## src/rtl/hazard_pkg.sv

```systemverilog
// Shared types for the hazard stall controller: in-flight write tracking entry and its empty value.
package hazard_pkg;

  localparam int REG_ADDR_W = 4;

  typedef struct packed {
    logic                  valid;
    logic                  wb_en;
    logic                  mem_r_en;
    logic [REG_ADDR_W-1:0] dest;
  } sb_entry_t;

  localparam sb_entry_t SB_EMPTY = '0;

endpackage

```

## src/rtl/hazard_track_stage.sv

```systemverilog
// One slot of the in-flight write shadow pipeline: clears on rst, holds while frozen, else loads.
module hazard_track_stage
  import hazard_pkg::*;
(
  input  logic      clk,
  input  logic      rst,
  input  logic      hold,
  input  sb_entry_t d,
  output sb_entry_t q
);

  always_ff @(posedge clk) begin
    if (rst) begin
      q <= SB_EMPTY;
    end else if (!hold) begin
      q <= d;
    end
  end

endmodule

```

## src/rtl/hazard_stall_controller.sv

```systemverilog
// Stall/bubble/flush sequencing for the 5-stage core, covering hazards forwarding cannot resolve.
// Optional stall performance counter enabled by defining HAZARD_PERF_CNT_EN.
module hazard_stall_controller #(
  parameter int REG_ADDR_W = hazard_pkg::REG_ADDR_W,
  parameter int PERF_CNT_W = 16
) (
  input  logic                  clk,
  input  logic                  rst,
  input  logic                  id_valid,
  input  logic [REG_ADDR_W-1:0] id_src1,
  input  logic [REG_ADDR_W-1:0] id_src2,
  input  logic                  id_two_src,
  input  logic                  id_wb_en,
  input  logic [REG_ADDR_W-1:0] id_dest,
  input  logic                  id_mem_r_en,
  input  logic                  branch_taken,
  input  logic                  forward_en,
  input  logic                  pipe_freeze,
  output logic                  stall,
  output logic                  bubble,
  output logic                  flush,
  output logic [PERF_CNT_W-1:0] stall_cycles
);

  import hazard_pkg::*;

  // Index 0 = EX, 1 = MEM, 2 = WB; WB is tracked but never compared (register file writes before read).
  sb_entry_t sb_d [3];
  sb_entry_t sb_q [3];
  logic      raw;

  function automatic logic hit(input sb_entry_t e,
                               input logic [REG_ADDR_W-1:0] s1,
                               input logic [REG_ADDR_W-1:0] s2,
                               input logic two);
    hit = e.valid & e.wb_en & ((e.dest == s1) | (two & (e.dest == s2)));
  endfunction

  always_comb begin
    raw = 1'b0;
    if (forward_en) begin
      raw = id_valid & hit(sb_q[0], id_src1, id_src2, id_two_src) & sb_q[0].mem_r_en;
    end else begin
      raw = id_valid & (hit(sb_q[0], id_src1, id_src2, id_two_src) |
                        hit(sb_q[1], id_src1, id_src2, id_two_src));
    end
  end

  assign flush  = branch_taken;
  assign stall  = raw & ~branch_taken;
  assign bubble = stall | branch_taken;

  always_comb begin
    sb_d[0] = SB_EMPTY;
    if (!bubble && id_valid) begin
      sb_d[0].valid    = 1'b1;
      sb_d[0].wb_en    = id_wb_en;
      sb_d[0].mem_r_en = id_mem_r_en;
      sb_d[0].dest     = id_dest;
    end
    sb_d[1] = sb_q[0];
    sb_d[2] = sb_q[1];
  end

  for (genvar i = 0; i < 3; i++) begin : g_track
    hazard_track_stage u_stage (
      .clk  (clk),
      .rst  (rst),
      .hold (pipe_freeze),
      .d    (sb_d[i]),
      .q    (sb_q[i])
    );
  end

`ifdef HAZARD_PERF_CNT_EN
  logic [PERF_CNT_W-1:0] stall_cnt;

  // Counts only cycles that actually advance the pipeline; saturates rather than wrapping.
  always_ff @(posedge clk) begin
    if (rst) begin
      stall_cnt <= '0;
    end else if (stall && !pipe_freeze && !(&stall_cnt)) begin
      stall_cnt <= stall_cnt + 1'b1;
    end
  end

  assign stall_cycles = stall_cnt;
`else
  assign stall_cycles = '0;
`endif

endmodule
```

## config.mk

```make
export PLATFORM = sky130hd
export DESIGN_NAME = hazard_stall_controller
export DESIGN_NICKNAME = d
export VERILOG_FILES = /design/src/rtl/hazard_pkg.sv /design/src/rtl/hazard_track_stage.sv /design/src/rtl/hazard_stall_controller.sv
export SDC_FILE = /design/constraint.sdc
export NUM_CORES = 1
export LEC_CHECK = 0
export ABC_AREA = 1
export CAP_MARGIN = 10
export CORE_ASPECT_RATIO = 1.25
export CORE_MARGIN = 8
export CORE_UTILIZATION = 40
export CTS_BUF_LIST = sky130_fd_sc_hd__clkbuf_4 sky130_fd_sc_hd__clkbuf_8 sky130_fd_sc_hd__clkbuf_16
export CTS_CLUSTER_DIAMETER = 60
export DETAILED_ROUTE_END_ITERATION = 8
export HOLD_SLACK_MARGIN = 0.02
export PLACE_DENSITY = 0.82
export SLEW_MARGIN = 20
export SYNTH_ARGS = -nofsm -noshare
export SYNTH_HDL_FRONTEND = slang
export SYNTH_HIERARCHICAL = 1
export SYNTH_SLANG_ARGS = --single-unit
```

## constraint.sdc

```tcl
create_clock -name clk -period 1.12 [get_ports clk]
set_input_delay 0.224 -clock clk [delete_from_list [all_inputs] [get_ports clk]]
set_output_delay 0.224 -clock clk [all_outputs]
set_load 0.005 [all_outputs]
```

# Word-level counts from Yosys, hierarchy flattened
# Index checks and enable logic that the tools add are counted.
classes:
  eq_ne: 4
  n_reduce_logical: 2
  n_bitwise: 15
  muxes: 2
op_table:
  columns: ["op", "count"]
  rows:
  - ["$eq 4x4->1", 4]
  - ["$and 1x1->1", 10]
  - ["$mux 7", 1]
  - ["$or 1x1->1", 4]
  - ["$logic_and 1x1->1", 1]
  - ["$logic_not 1->1", 1]
  - ["$mux 1", 1]
  - ["$not 1->1", 1]
totals:
  inputBits: 21
  regBits: 13
  elab_cells: 30

# Logic depth before layout (Yosys ltp)
# Gate-level depths: netlist (run 1).
logic_depth:
  ltp_word: 12
  depth_mapped: 11

# Modules after synthesis
# The synthesis (run 1) kept the hierarchy.
by_module_without_submodules:
  columns: ["mod", "n_inst", "cells_each", "area_per_inst_um2"]
  rows:
  - ["hazard_track_stage", 2, 44, 286.5]
  - ["hazard_stall_controller", 1, 99, 506.7]

# Worst setup path before layout (run 1)
# No wires, ideal clock.
synth_path:
  path_kind: "flip-flop to output port"
  from: "reg g_track[0].u_stage/q[0] (netlist bit)"
  to: "out stall"
  t_arrival_ns: 0.989
  stages_incl_launch_ff: 11
  path_slack_ns: -0.093
  n_path_buf: 0
  cell_sequence: "dfxtp_1 > inv_1 > nand2_1 > nand2_1 > nor2_1 > nand3_1 > nand2_1 > nand2_2 > nand2_1 > nand2_1 > nor2_1"
synth_between:
  elab_chain_cells: 8
  elab_cells_between_ends: 11
  classes_between: "2 x eq/ne; 1 x mux; 8 x bitwise"
synth_rtl:
  columns: ["item", "line_no", "source"]
  rows:
  - ["from (decl)", "hazard_track_stage.sv:9", "output sb_entry_t q"]
  - ["from (signal assigned)", "hazard_track_stage.sv:14", "q <= SB_EMPTY;"]
  - ["from (signal assigned)", "hazard_track_stage.sv:16", "q <= d;"]
  - ["$eq 4x4->1", "hazard_stall_controller.sv:36", "hit = e.valid & e.wb_en & ((e.dest == s1) | (two & (e.dest == s2)));"]
  - ["$and 1x1->1", "hazard_stall_controller.sv:36", null]
  - ["$or 1x1->1 *", "hazard_stall_controller.sv:36", null]
  - ["$and 1x1->1 *", "hazard_stall_controller.sv:36", null]
  - ["$or 1x1->1 or $and 1x1->1 (tied branches)", "hazard_stall_controller.sv:44, hazard_stall_controller.sv:42", null]
  - ["$and 1x1->1 (on tied branches)", "hazard_stall_controller.sv:44, hazard_stall_controller.sv:42", null]
  - ["$mux 1 *", "hazard_stall_controller.sv:41", "if (forward_en) begin"]
  - ["$and 1x1->1 *", "hazard_stall_controller.sv:50", "assign stall = raw & ~branch_taken;"]
  - ["to (decl)", "hazard_stall_controller.sv:19", "output logic stall,"]
# Mark *: on every way between the ends. The rest lies on a longest branch, timed or not.

# Worst setup path after layout (run 1)
# Ends and elaborated chain as after synthesis.

==> summary.md, run 1 <==
| Metric | Value |
|---|---|
| Setup slack after layout | -0.5248 ns |
| Share of layout cells above drive strength 1 | 0.1963 |
| Critical path data required time | 0.90 ns |
| Largest net degree at the start of global routing | 27 |
| Max reg flops | 13 |
| Num ports | 40 |
| Fill count | around 280 |
| Area after DPL | about 1300 sq um |
| M1 WL | approximately 860 um |
| Critical Path AT | about 1.4 ns |
| Final setup vio count | 9 |
| Syn_area_per_cell | around 5.8 sq um |
| Worst Path Max Fanout | 3 |
| Starting Density | 0.4245 |
| Routability cong. | approximately 0.75 |
| Worst reg-to-reg setup slack | -0.23 ns |
| Met2 Routed Length | ~1100 um |
| Via count | 938 |
| Worst setup SP type | flip-flop |
| Chip width | between 60 and 70 um |
| Pre-CTS WS | -1.052 ns |
| Synthesis-to-finish area growth | 30.17% |
| R2r startpoint | g_track[1].u_stage/q[0]$_SDFFE_PP0N_ |
| Die area | ~4500 sq um |
| Top Layer Used | met4 |
| WL per Instance | about 8.3 um |
| Crit path to | stall |
| Vias per inst | 3.798 |
| Crit path launch | g_track[0].u_stage/q[0]$_SDFFE_PP0N_ |
| Finished Core Util | 0.5526 |
| Initial antenna violation count | 0 |
| PortBufs | 23 |
| Mapped Area | ~1000 sq um |
| Final period utilization | 1.469 |
| Failing checks | negative setup slack |
| Worst min path class | reg2reg |
| Critical path endpoint category | output pin |
| Clock period minus worst slack | 1.645 ns |
| # H-tree levels | 1 |
| Fmax | roughly 0.6 GHz |
| Vias in the first global route | 847 |
| Max Cap Violations | 0 |
| N_diodes | 0 |
| Clock Latency Late Sink | ~0.27 ns |
| TritonCTS clock tree | yes |
| Routed wire length | just over 2000 um |
| LEAKAGE | about 0.00076 uW |
| Leading registers by flop count | g_track.u_stage/q: 13 flops |
| Critical path class | reg2out |
| YS warnings | 6 |
| Row cnt | 20 |
| Area of the multi-input gates | between 500 and 600 sq um |
| Number of nets in the layout | between 200 and 250 |
| Total gr overflow | 0 |
| Fin area | approximately 1400 sq um |
| Worst Clk Skew | between 0.0007 and 0.0008 ns |
| Register-to-Register Path Depth | 10 |
| Final Hold Vio Count | 0 |
| Worst r2r dst | g_track[0].u_stage/q[3]$_SDFFE_PP0N_ |
| Seq. cell area | 272.8 sq um |
| First DRT Iteration DRCs | 18 |
| Clk root buf | clkbuf_4 |
| Final Non-Filler Cells | around 250 |
| DRC Markers | 0 |
| Mapped Cells | between 150 and 200 |
| Placed cells | 242 |
| RSZ-0062 raised after global routing | yes |
| Met3 WL | approximately 110 um |
| Die H | approximately 73 um |
| First-pass GRT wire length | approximately 3300 um |
| Status | finished with violations |
| Global Route Usage Sum | 0.09254 |
| Pre-Repair DR Iteration Count | 4 |
| Total core area | 2452 sq um |
| Peak supply drop | 0.0005563 V |
| Max Root-Sink Buffers | 2 |
| Worst-path clk slew | about 0.070 ns |
| Power Density | roughly 840 nW/um^2 |
| Final ANT Viol Nets | 0 |
| Biggest register | g_track.u_stage/q |
| Slew Viols, Final | 0 |
| CTS Buf Count | 3 |
| CTS Sinks | 13 |
-- power by group --
part	switching [uW]	internal (uW)
clock	146	163
combinational	156	154
sequential	25.2	493
total	327	809
-- layout make-up --
cell class                      instances  area share
Clock buffer                            4     0.02216
Inverter                               35     0.09695
Multi-Input combinational cell        129      0.4247
Sequential cell                        13      0.2013
Tap cell                               33     0.03047
Timing Repair Buffer                   33      0.2244
-- worst min-delay path by stage --
stage                                               startpoint                              endpoint  slack, ns  cells after the start
after floorplan                                    pipe_freeze  g_track[0].u_stage/q[1]$_SDFFE_PP0N_       0.37                      3
after global placement    g_track[0].u_stage/q[2]$_SDFFE_PP0N_  g_track[1].u_stage/q[2]$_SDFFE_PP0N_       0.49                      2
after detailed placement  g_track[0].u_stage/q[2]$_SDFFE_PP0N_  g_track[1].u_stage/q[2]$_SDFFE_PP0N_       0.49                      2
after CTS                 g_track[0].u_stage/q[2]$_SDFFE_PP0N_  g_track[1].u_stage/q[2]$_SDFFE_PP0N_       0.51                      2
after global routing      g_track[0].u_stage/q[2]$_SDFFE_PP0N_  g_track[1].u_stage/q[2]$_SDFFE_PP0N_       0.53                      2
final                     g_track[0].u_stage/q[2]$_SDFFE_PP0N_  g_track[1].u_stage/q[2]$_SDFFE_PP0N_       0.50                      2
-- cells in the final DEF, fill, tap and decap left out --
cell type         n
dfxtp_1           5
o21ai_2           2
buf_12            1
dfxtp_2           7
inv_2             6
conb_1           16
a21oi_1           1
nand2_1          50
xnor2_1           2
nand3_1           2
dfxtp_4           1
nor2_2            3
xor2_1            6
buf_2             2
buf_4             8
clkdlybuf4s15_2   1
clkdlybuf4s50_1  10
nand4_4           1
dlymetal6s2s_1    1
inv_1            29
nor2_1           41
buf_6             1
nand2_2           5
clkbuf_4          4
dlygate4sd2_1     9
-- critical path, cell delays in order, from the launching register on --
cell,delay (ns)
dfxtp_2,0.34
xor2_1,0.14
nor2_1,0.14
nand2_1,0.06
nand2_1,0.09
nand2_2,0.07
nand2_2,0.06
nand2_2,0.05
nor2_2,0.09
buf_2,0.11
-- metrics by stage --
stage,TNS (ns),total power (uW),hold slack [ns]
final,-2.532,1136,0.5041
after global routing,-3.918,1222,0.5303
after CTS,-3.389,1139,0.5098
after detailed placement,-7.123,842.8,0.4949
after global placement,-6.891,836.7,0.4901
after floorplan,-0.08164,745.6,0.3715
-- per-layer routing --
layer,global-route usage,vias up
met5,0,-
li1,-,548
met2,0.1684,24
met1,0.09829,361
met3,0.01587,5
met4,0.03807,0
-- repair_timing --
| action | in CTS | in global routing |
|---|---|---|
| pin swaps | 13 | 10 |
| hold buffers | 0 | 0 |
| endpoints found under the hold margin | 0 | 0 |
| endpoints found under the setup margin | 10 | 9 |
| gates resized for setup | 23 | 11 |
| setup buffers | 4 | 1 |
(Power assumes the default switching activity.)
==> run 2, diff against run 1 <==
--- a/config.mk
+++ b/config.mk
@@ -9,12 +9,12 @@
 export CAP_MARGIN = 10
 export CORE_ASPECT_RATIO = 1.25
 export CORE_MARGIN = 8
-export CORE_UTILIZATION = 40
+export CORE_UTILIZATION = 47
 export CTS_BUF_LIST = sky130_fd_sc_hd__clkbuf_4 sky130_fd_sc_hd__clkbuf_8 sky130_fd_sc_hd__clkbuf_16
 export CTS_CLUSTER_DIAMETER = 60
 export DETAILED_ROUTE_END_ITERATION = 8
 export HOLD_SLACK_MARGIN = 0.02
-export PLACE_DENSITY = 0.82
+export PLACE_DENSITY = 0.9
 export SLEW_MARGIN = 20
 export SYNTH_ARGS = -nofsm -noshare
 export SYNTH_HDL_FRONTEND = slang
==> constraint.sdc (replaced) <==
create_clock -name clk -period 1.9 [get_ports clk]
set_input_delay 0.38 -clock clk [delete_from_list [all_inputs] [get_ports clk]]
set_output_delay 0.38 -clock clk [all_outputs]
set_load 0.005 [all_outputs]
==> run 2 against run 1 <==
  * The run now ends clean
  * First-iteration DRC count fell by 28%
  * Sequential power decreased by 41%
  * Global-route usage rose by 1.7 points
  * Highest routed layer unchanged
==> summary.md, run 2 (synthesis results as in run 1) <==
| Metric | Value |
|---|---|
| Status | complete, no violations |
| Clk network pwr share | 0.283 (+0.012) |
| Net Sw Frac | 0.2939 (+0.006151) |
| Peak supply drop | 0.0002852 V (-49%) |
| Largest net degree at the start of global routing | 27 (unchanged) |
| Max Cap Violations | 0 (unchanged) |
| Final period utilization | 0.9541 |
| Final Non-Filler Cells | 233 (-5.7%) |
| CTS Buf Count | 3 (unchanged) |
| Most frequent CP cell | nand2_2 |
| Total power | 666.7 uW (-41%) |
| LEAKAGE | 0.0007346 uW (-3.4%) |
| Via count | 962 (+2.6%) |
| Worst Clk Skew | 0.001233 ns (+0.0004509 ns) |
| Power Density | 518.9 nW/um^2 (-38%) |
| Postcts setup bufs | 0 (-4) |
| Leading registers by flop count | g_track.u_stage/q: 13 flops |
| Setup TNS | 0 ns (+2.532 ns) |
| Synthesis-to-finish area growth | 23.44% |
| Power Internal | 470.8 uW (-42%) |
| Comb pwr share | 0.258 (-0.015) |
| Starting Density | 0.4865 (+0.06206) |
| Worst-path clk slew | 0.07 ns (about the same) |
| Num ports | 40 (unchanged) |
| Max reg flops | 13 (unchanged) |
| Biggest register | g_track.u_stage/q |
| Fmax | 0.5517 GHz |
| Vias in the first global route | 862 (+1.8%) |
| Final ANT Viol Nets | 0 (unchanged) |
| Critical path class | reg2out |
| Final setup vio count | 0 (-9) |
| Vias per inst | 4.129 (+8.7%) |
| Pre-Repair DR Iteration Count | 4 (unchanged) |
| CP max stage cell | dfxtp_2 |
| Share of layout cells above drive strength 1 | 0.1462 (-0.05004) |
| First DRT Iteration DRCs | 13 (-5) |
| Worst path bufs/invs | 2 (+1) |
| Placed cells | 229 (-5.4%) |
| Commonest non-fill, non-tap cell in the layout | nand2_1 |
| Critical path endpoint category | output pin |
| Clock Latency Late Sink | 0.29 ns (+0.02 ns) |
| # H-tree levels | 1 (unchanged) |
| Final Hold Vio Count | 0 (unchanged) |
| Worst Path Max Fanout | 3 (unchanged) |
| Routed wire length | 2022 um (-1.8%) |
| First-pass GRT wire length | 3298 um (+0.86%) |
| Clock period minus worst slack | roughly 1.8 ns |
| Sequential power share | 0.459 (+0.003) |
| RSZ-0062 raised after global routing | yes |
| TritonCTS clock tree | yes |
| Die area | 3986 sq um (-11%) |
| # hold bufs at CTS | 0 (unchanged) |
| Slew Viols, Final | 0 (unchanged) |
| Total core area | 2140 sq um (-13%) |
| Crit-path max cell delay | 0.36 ns (+0.02 ns) |
| Critical path data required time | 1.52 ns (+0.62 ns) |
| Critical-path cell list | inv_1 > nand2_1 > o21ai_1 > nor2_1 > nand3_1 > nand2_1 > nand2_2 > nand2_2 > nand2_2 > nor2_1 > buf_2 |
| WL per Instance | 8.678 um (+4.1%) |
| Die H | 68.62 um (-6.0%) |
| Routability cong. | 0.8154 (+8.2%) |
| DP Wirelength | between 1500 and 2000 um |
| Number of nets in the layout | 234 (-0.85%) |
| Worst min path class | reg2reg |
| Total gr overflow | 0 (unchanged) |
| Worst setup SP type | flip-flop |
| DRC Markers | 0 (unchanged) |
| CTS Sinks | 13 (unchanged) |
| PortBufs | 23 (unchanged) |
| Global Route Usage Sum | 0.1093 (+0.01677) |
| CP top delay family | simple AND/OR/NAND/NOR gates |
| N_diodes | 0 (unchanged) |
| Commonest cells after routing, fill and taps aside | nand2_1, nor2_1, inv_1 |
| Max Root-Sink Buffers | 2 (unchanged) |
| Critical Path AT | 1.43 ns (about the same) |
| Chip width | 58.10 um (-5.7%) |
| Finished Core Util | 0.6006 (+0.04803) |
| Row cnt | 19 (-5.0%) |
| P_sw | 195.9 uW (-40%) |
| Worst Hold Slack | 0.4894 ns (-0.01466 ns) |
| Initial antenna violation count | 0 (unchanged) |
| Clk root buf | clkbuf_4 |
run 2: cell types whose count changed in the layout (fill, tap and decap cells not counted), moves of 2 or more:
| cell | previous run | this run |
|---|---|---|
| clkdlybuf4s50_1 | 10 | 12 |
| inv_1 | 29 | 33 |
| inv_2 | 6 | 2 |
| o21ai_1 | 0 | 2 |
| o21ai_2 | 2 | 0 |
run 2: final timing paths:
kind	to	start	slack [ns]	cells after the start
setup / recovery	stall	g_track[0].u_stage/q[1]$_SDFFE_PP0N_	0.09	11
hold / removal	g_track[1].u_stage/q[5]$_SDFFE_PP0N_	g_track[0].u_stage/q[5]$_SDFFE_PP0N_	0.49	2
setup reg to reg	g_track[0].u_stage/q[1]$_SDFFE_PP0N_	g_track[1].u_stage/q[2]$_SDFFE_PP0N_	0.52	12
hold reg to reg	g_track[1].u_stage/q[5]$_SDFFE_PP0N_	g_track[0].u_stage/q[5]$_SDFFE_PP0N_	0.49	2
run 2: layout make-up:
type                       instances  area (sq um)
sequential                        13         269.0
timing repair buffer              31         265.3
clock buffer                       4         30.03
inverter                          35         131.4
fill                             227         854.6
tap                               21         26.28
multi-input combinational        129         563.0
run 2: tightest hold or removal path, cell delays in order (launching register included):
cell and delay, ns:
dfxtp_1 0.32, nor2_1 0.08, nor2_1 0.05
run 2: power groups by stage:
stage | registers (uW) | clock network (uW) | logic, uW
floorplan | 308 | 0 | 129
CTS | 305 | 197 | 171
global placement | 309 | 0 | 175
finish | 306 | 189 | 172
global route | 309 | 204 | 197
detailed placement | 310 | 0 | 178
run 2: repair_timing:
item	CTS	global route
resized for setup	20	11
pin swaps	5	6
setup endpoints to repair	2	2
run 2: per-stage QoR:
stage	setup WS [ns]	cell area, sq um
after global routing	-0.04738	1285
after detailed placement	-0.5594	1264
after global placement	-0.5455	1264
after CTS	0.03029	1276
after floorplan	0.5233	1097
final	0.08726	1285
run 2: layer usage:
| layer | track usage | up-vias | routed length (um) |
|---|---|---|---|
| met5 | 0 | - | 0 |
| met4 | 0.1012 | 0 | 68 |
| met3 | 0.03340 | 5 | 155 |
| met2 | 0.1927 | 24 | 1001 |
| met1 | 0.1011 | 392 | 797 |
| li1 | - | 541 | - |
==> run 3, diff against run 2 <==
--- a/config.mk
+++ b/config.mk
@@ -9,12 +9,13 @@
 export CAP_MARGIN = 10
 export CORE_ASPECT_RATIO = 1.25
 export CORE_MARGIN = 8
-export CORE_UTILIZATION = 47
+export CORE_UTILIZATION = 44
 export CTS_BUF_LIST = sky130_fd_sc_hd__clkbuf_4 sky130_fd_sc_hd__clkbuf_8 sky130_fd_sc_hd__clkbuf_16
 export CTS_CLUSTER_DIAMETER = 60
 export DETAILED_ROUTE_END_ITERATION = 8
+export GPL_TIMING_DRIVEN = 0
 export HOLD_SLACK_MARGIN = 0.02
-export PLACE_DENSITY = 0.9
+export PLACE_DENSITY = 0.86
 export SLEW_MARGIN = 20
 export SYNTH_ARGS = -nofsm -noshare
 export SYNTH_HDL_FRONTEND = slang
==> constraint.sdc (replaced) <==
create_clock -name clk -period 1.7 [get_ports clk]
set_input_delay 0.34 -clock clk [delete_from_list [all_inputs] [get_ports clk]]
set_output_delay 0.34 -clock clk [all_outputs]
set_load 0.005 [all_outputs]
==> run 3 against run 2 <==
  * The run now ends with negative setup slack left
  * Count of clock-buffer cells in the layout unchanged
  * Critical path type is now in2out
  * Non-clock buffer count is 14 higher
  * Total power up 14%
  * Sequential power grew 11%
  * First-iteration DRC count is 31% higher
  * Cell count grew 10%
  * Global-route usage shrank 0.24 points
  * Critical path depth shrank 1
  * Combinational power is 26% higher
  * Register-to-register slack got worse by 0.20 ns
  * Worst hold slack better by 0.0034 ns
==> summary.md, run 3 (synthesis results as in run 1) <==
| Metric | Value |
|---|---|
| Critical path class | in2out |
| Pre-Repair DR Iteration Count | 4 (unchanged) |
| Largest net degree at the start of global routing | 11 (-59%) |
| Commonest cells after routing, fill and taps aside | nand2_1, nor2_1, inv_1 |
| Global Route Usage Sum | 0.1069 (-0.002428) |
| Share of layout cells above drive strength 1 | 0.1947 (+0.04846) |
| Final ANT Viol Nets | 0 (unchanged) |
| LEAKAGE | 0.0008169 uW (+11%) |
| Max Cap Violations | 0 (unchanged) |
| WL per Instance | 8.140 um (-6.2%) |
| First-pass GRT wire length | 3608 um (+9.4%) |
| Leading registers by flop count | g_track.u_stage/q: 13 flops |
| Failing checks | negative setup slack |
| Via count | 1,001 (+4.1%) |
| Worst Path Max Fanout | 2 (-1) |
| Fill count | 214 (-5.7%) |
| CTS Sinks | 13 (unchanged) |
| Vias in the first global route | 904 (+4.9%) |
| Worst setup SP type | primary input |
| # hold bufs at CTS | 0 (unchanged) |
| Final period utilization | 1.045 |
| Power Density | 538.3 nW/um^2 (+3.7%) |
| PortBufs | 23 (unchanged) |
| Initial antenna violation count | 0 (unchanged) |
| RSZ-0062 raised after global routing | yes |
| Chip width | 59.51 um (+2.4%) |
| Worst-path clk slew | 0.07 ns (about the same) |
| Critical path data required time | 1.36 ns (-0.16 ns) |
| Worst Hold Slack | 0.4928 ns (+0.003353 ns) |
| Number of nets in the layout | 248 (+6.0%) |
| Max reg flops | 13 (unchanged) |
| Biggest register | g_track.u_stage/q |
| Area of the multi-input gates | 558.0 sq um (-0.89%) |
| Commonest non-fill, non-tap cell in the layout | nand2_1 |
| Critical Path AT | 1.44 ns (about the same) |
| Routability cong. | 0.8611 (+5.6%) |
| Area after DPL | 1366 sq um (+8.1%) |
| Die area | 4188 sq um (+5.1%) |
| Final Non-Filler Cells | 257 (+10%) |
| Worst Clk Skew | 0.0005383 ns (-0.0006946 ns) |
| Setup slack after layout | -0.07701 ns (-0.1643 ns) |
| Status | finished with violations |
| Slew Viols, Final | 0 (unchanged) |
| Fmax | roughly 0.56 GHz |
| Worst min path class | reg2reg |
| Die H | 70.38 um (+2.6%) |
| DRC Markers | 0 (unchanged) |
| Max Root-Sink Buffers | 2 (unchanged) |
| Clock period minus worst slack | approximately 1.8 ns |
| Final Hold Vio Count | 0 (unchanged) |
| Clock Latency Late Sink | 0.27 ns (-0.02 ns) |
| Vias per inst | 3.895 (-5.7%) |
| Starting Density | 0.4709 (-0.01570) |
| CTS Buf Count | 3 (unchanged) |
| Routed wire length | 2092 um (+3.5%) |
| # H-tree levels | 1 (unchanged) |
| Num ports | 40 (unchanged) |
| First DRT Iteration DRCs | 17 (+4) |
| Fin area | 1415 sq um (+10%) |
| DP Wirelength | 1738 um (+5.6%) |
| Critical path endpoint category | output pin |
| Clk root buf | clkbuf_4 |
| TritonCTS clock tree | yes |
| Total gr overflow | 0 (unchanged) |
| Seq. cell area | 276.5 sq um (+2.8%) |
| Final setup vio count | 2 (+2) |
| Setup TNS | -0.1076 ns (-0.1076 ns) |
| Total core area | 2211 sq um (+3.3%) |
| Peak supply drop | 0.0003708 V (+30%) |
| N_diodes | 0 (unchanged) |
| Row cnt | 19 (unchanged) |
| Placed cells | 250 (+9.2%) |
| Synthesis-to-finish area growth | 35.94% |
==> run 3: final cells by class <==
cell class                 count  share of cell area
multi-input combinational    129              0.3943
tap                           31             0.02741
timing repair buffer          26              0.1627
clock buffer                   4             0.02122
sequential                    13              0.1954
inverter                      35             0.09284
buffer                        19              0.1061
==> run 3: stage by stage <==
stage	setup slack, ns	power, uW	util
finish	-0.07701	761.8	0.6401
CTS	-0.09089	763.3	0.6321
detailed placement	-0.7304	568.3	0.6180
floorplan	0.3707	487.6	-
global route	-0.2174	822.2	0.6401
global placement	-0.7167	564.1	0.6180
==> run 3: power breakdown <==
| part | switching, uW | total, uW | internal (uW) |
|---|---|---|---|
| Combinational | 102 | 217 | 115 |
| Clock | 96.8 | 204 | 107 |
| Sequential | 18.0 | 341 | 323 |
==> run 3: final timing paths <==
path              slack, ns  cells past startpoint                              endpoint                                 start
setup / recovery      -0.08                     10                                 stall                            id_src1[0]
hold reg to reg        0.49                      2  g_track[1].u_stage/q[5]$_SDFFE_PP0N_  g_track[0].u_stage/q[5]$_SDFFE_PP0N_
setup reg to reg       0.32                     10  g_track[0].u_stage/q[3]$_SDFFE_PP0N_  g_track[0].u_stage/q[2]$_SDFFE_PP0N_
hold / removal         0.49                      2  g_track[1].u_stage/q[5]$_SDFFE_PP0N_  g_track[0].u_stage/q[5]$_SDFFE_PP0N_
==> run 3: critical path, stage by stage <==
cell and delay (ns):
dlygate4sd2_1 0.26, xor2_1 0.16, nor2_1 0.14, nand2_1 0.07, nand2_1 0.07, nand2_2 0.05
nand2_1 0.06, nand2_1 0.06, nor2_1 0.10, buf_2 0.11
==> run 3: per-layer routing <==
layer / share of wire / GRT usage / routed length [um]
met5: 0 / 0 / 0
met4: 0.027 / 0.07181 / 56
met3: 0.080 / 0.02930 / 168
met2: 0.49 / 0.1709 / 1028
met1: 0.40 / 0.1171 / 840
==> run 3: repair_timing <==
item	CTS	global route
setup endpoints to repair	3	2
setup buffers	2	1
endpoints found under the hold margin	0	0
resized for setup	26	7
pin swaps	8	8
==> variant 1 (flow settings as in run 3) <==
Set the package constant `REG_ADDR_W` to 3 (it was 4).
--- a/src/rtl/hazard_pkg.sv
+++ b/src/rtl/hazard_pkg.sv
@@ -1,7 +1,7 @@
 // Shared types for the hazard stall controller: in-flight write tracking entry and its empty value.
 package hazard_pkg;
 
-  localparam int REG_ADDR_W = 4;
+  localparam int REG_ADDR_W = 3;
 
   typedef struct packed {
     logic                  valid;
Interface: changed (resized id_dest, id_src1 and id_src2); port bits go from 40 to 37. The function was not compared with the original's and may differ.
==> variant 1 against run 3 <==
The flow still finishes with violations (negative setup slack); setup slack improved by 43 ps; sequential cell count is 2 lower; wire length fell by 6.3%; area after synthesis fell by 12%; combinational power decreased by 7%; clock skew increased by 4.6 ps; power decreased by 10%; synthesized cell count is 12% lower; final area fell by 10%; final cell count shrank 13%; critical path depth decreased by 2.
==> variant 1: results (changes against run 3) <==
** Layout
- The number of nets in the layout was 222 (-10%).
- The final sequential cell count was 11 (-2).
- Multi-input gates :: 114 (-12%)
- The area taken by flip-flops and latches came to 231 µm² (-16%).
- Final-layout non-clock buffer area share :: 0.284 (+0.0150)
- The multi-input combinational area share was 0.399 (+0.00467).
- Number of filler instances in the final layout :: 196 (-8.4%)
- Registers with the most flip-flops :: g_track.u_stage/q: 11 flops

** STA
- Clock skew after layout :: 5.09 ps (+4.55 ps)
- Final count of negative-setup-slack endpoints :: 1 (-1)
- The aggregate negative setup slack is -34.0 ps (+73.6 ps).
- The post-route worst setup slack came to -34.0 ps (+43.0 ps).

** Outcome
- Violations in the final reports :: negative setup slack
- Status :: finished, violations left

** Worst setup path
- The critical-path maximum fanout came to 5 (+3).
- Crit path DAT :: 1390 ps (-50 ps)
- Worst path slowest cell :: dfxtp_1
- Crit-path max cell delay :: 420 ps (+160 ps)

** GRT
- Overall routing resource usage :: 0.102 (-0.00510)
- The via count of the first global-routing pass came to 887 (-1.9%).

** Detailed routing
- Number of violations reported at the end of detailed-routing iteration 0 :: 7 (-10)
- Initial DRT Pass Iterations :: 3 (-1)
- Total wire length :: 1960 µm (-6.3%)

** Power
- Leakage :: 0.728 nW (-11%)

** Placement
- The count of buffers inserted at the top-level ports was 20 (-13%).
- Global placement routability congestion :: 0.866 (+0.60%)
- Detailed-placement wirelength estimate :: 1650 µm (-5.3%)
==> variant 1: timing repair <==
item,4_1_cts,5_1_grt
setup endpoints to repair,3,2
pin swaps,4,4
setup buffers,2,2
gates resized for setup,23,11
==> variant 1: critical path, delay by kind of cell (launching register included) <==
kind                   cells  cell delay [ps]
buffers and inverters      1              110
XOR/XNOR                   1              140
AND/OR/NAND/NOR            6              480
flip-flops                 1              420
==> variant 1: power breakdown <==
part,internal [mW],switching [mW],total [mW]
Sequential,0.274,0.0156,0.289
Clock,0.107,0.0855,0.192
Combinational,0.105,0.0959,0.201
==> variant 1: per-layer routing <==
layer,wire (µm),GRT usage,share of wire
met1,858,0.109,0.44
met2,998,0.181,0.51
met3,98,0.0228,0.050
met4,5,0.0542,0.0025
met5,0,0,0
==> variant 1: final timing paths <==
check | from | to | slack [ps] | cells past startpoint
worst max register to register | g_track[1].u_stage/q[1] | g_track[0].u_stage/q[5] | 250 | 13
worst min-delay path | g_track[0].u_stage/q[4] | g_track[1].u_stage/q[4] | 500 | 2
worst max-delay path | g_track[0].u_stage/q[1] | stall | -30 | 8
worst min register to register | g_track[0].u_stage/q[4] | g_track[1].u_stage/q[4] | 500 | 2
==> variant 1: metrics by stage <==
| step | setup WS [ps] | instances | hold slack, ps | area [µm²] |
|---|---|---|---|---|
| 5_1_grt | -163 | 223 | 519 | 1270 |
| 4_1_cts | -21.9 | 221 | 497 | 1230 |
| 3_5_place_dp | -681 | 215 | 487 | 1190 |
| 6_report | -34.0 | 223 | 500 | 1270 |
| 3_3_place_gp | -645 | 215 | 473 | 1190 |
| 2_1_floorplan | 405 | 175 | 463 | 968 |
==> variant 2 (settings of run 3) <==
Made on the original files. The option `HAZARD_PERF_CNT_EN` is turned on by a define.
--- a/src/rtl/hazard_stall_controller.sv
+++ b/src/rtl/hazard_stall_controller.sv
@@ -1,5 +1,7 @@
 // Stall/bubble/flush sequencing for the 5-stage core, covering hazards forwarding cannot resolve.
 // Optional stall performance counter enabled by defining HAZARD_PERF_CNT_EN.
+`define HAZARD_PERF_CNT_EN
+
 module hazard_stall_controller #(
   parameter int REG_ADDR_W = hazard_pkg::REG_ADDR_W,
   parameter int PERF_CNT_W = 16
Check against the original RTL: not equivalent (Yosys sat finds a counterexample within 4 cycles, from zero or initial values and one cycle with rst high).
==> variant 2 against run 3 <==
Sequential power rose by 110%; sequential cell count up 16; wire length grew to 2.6 times the old value; the run still ends with negative setup slack left; first-iteration DRC count rose to 4.6 times the old value; non-clock buffer count increased by 9; power rose by 130%; clock power rose to 4.2 times the old value; fmax decreased by 0.76%; setup slack got worse by 14 ps; combinational power down 6%; final area rose by 100%; area after synthesis up 100%; critical path depth shrank 1; critical path type is now flop to output pin; synthesized cell count up 73%.
==> variant 2: results (changes against run 3) <==
** Outcome
- Status :: finished, violations left
- The final reports fail on negative setup slack.

** Synthesis
- Mean Syn Cell Area :: 6.64 µm² (+16%)

** Worst setup path
- Worst path slowest cell :: dfxtp_1
- Worst reg2reg path endpoint :: stall_cycles[5]
- Register-to-register setup slack :: -40 ps (-360 ps)
- In this run the critical register-to-register path is launched from g_track[1].u_stage/q[3].
- Timing startpoint of the critical path :: g_track[0].u_stage/q[2]

** Power
- The combinational power is 203 µW (-6%).
- Logic gate share of total power :: 0.114 (-0.171)
- Leakage :: 1.19 nW (+46%)
- Reported net switching power :: 410 µW (+89%)

** Placement
- Number of port buffers :: 39 (+70%)
- The post-placement setup slack came to -797 ps (-66.1 ps).
- Post-Place Cell Area :: 0.00254 mm² (+86%)
- The number of cells after detailed placement is 412 (+65%).

** STA
- The count of final setup violators is 12 (+10).
- The post-route worst setup slack came to -90.6 ps (-13.6 ps).
- The clock skew came to 5.48 ps (+4.94 ps).

** Layout
- Final net count :: 388 (+56%)

** GRT
- The met2 track demand over resource came to 0.295 (+0.124).
- Vias in the first global route :: 2206 (+140%)

** Detailed routing
- Vias per Instance :: 4.86 (+25%)
- Metal-1 WL :: 2100 µm (+150%)
- Routed length on met3 :: 290 µm (+73%)
- The wire length reported by the detailed router was 5340 µm (+160%).

** CTS
- H-tree depth reported by CTS :: 2 (+1)
- Root buffer cell :: clkbuf_8
[variant 2: cell count changes in the layout (fill, tap and decap cells not counted), sizes merged, moves of 8 or more]
cell,run 3,this run
a21oi,1,13
buf,24,16
clkdlybuf4s50,11,27
conb,16,0
dfxtp,13,29
inv,35,54
nand2,55,81
nand3,2,22
nor2,44,64
o21ai,2,12
xor2,6,15
[variant 2: worst min-delay path by stage]
stage	from	to	slack (ps)
2_1_floorplan	rst	stall_cycles[10]	410
3_3_place_gp	g_track[0].u_stage/q[5]	g_track[1].u_stage/q[5]	480
3_5_place_dp	g_track[0].u_stage/q[6]	g_track[1].u_stage/q[6]	480
4_1_cts	stall_cycles[15]	stall_cycles[15]	480
5_1_grt	stall_cycles[8]	stall_cycles[8]	500
6_report	stall_cycles[8]	stall_cycles[8]	480
[variant 2: worst register-to-register path, cell delays in order (launching register included)]
cell     delay, ps
dfxtp_2        340
inv_1           60
nand2_1         50
nand2_1         60
nor2_2         100
nand3_2         90
nand2_2         80
nand2_2         60
nand2_4         90
buf_4          120
nand4_4        150
buf_6          200
o21ai_2        130
a21oi_2         60
[variant 2: repair_timing]
| item | 4_1_cts | 5_1_grt |
|---|---|---|
| cloned | 1 | 0 |
| pin swaps | 7 | 8 |
| setup buffers | 6 | 0 |
| hold buffers | 0 | 0 |
| setup endpoints to repair | 26 | 26 |
| resized for setup | 52 | 21 |
[variant 2: area by class of cell]
type	instances	area [µm²]
Buffer	8	87.6
Multi-Input combinational cell	222	1330
Inverter	54	203
Clock inverter	3	65.1
Sequential cell	29	609
Clock buffer	5	68.8
Timing Repair Buffer	46	434
Fill cell	396	1790
Tap cell	60	75.1
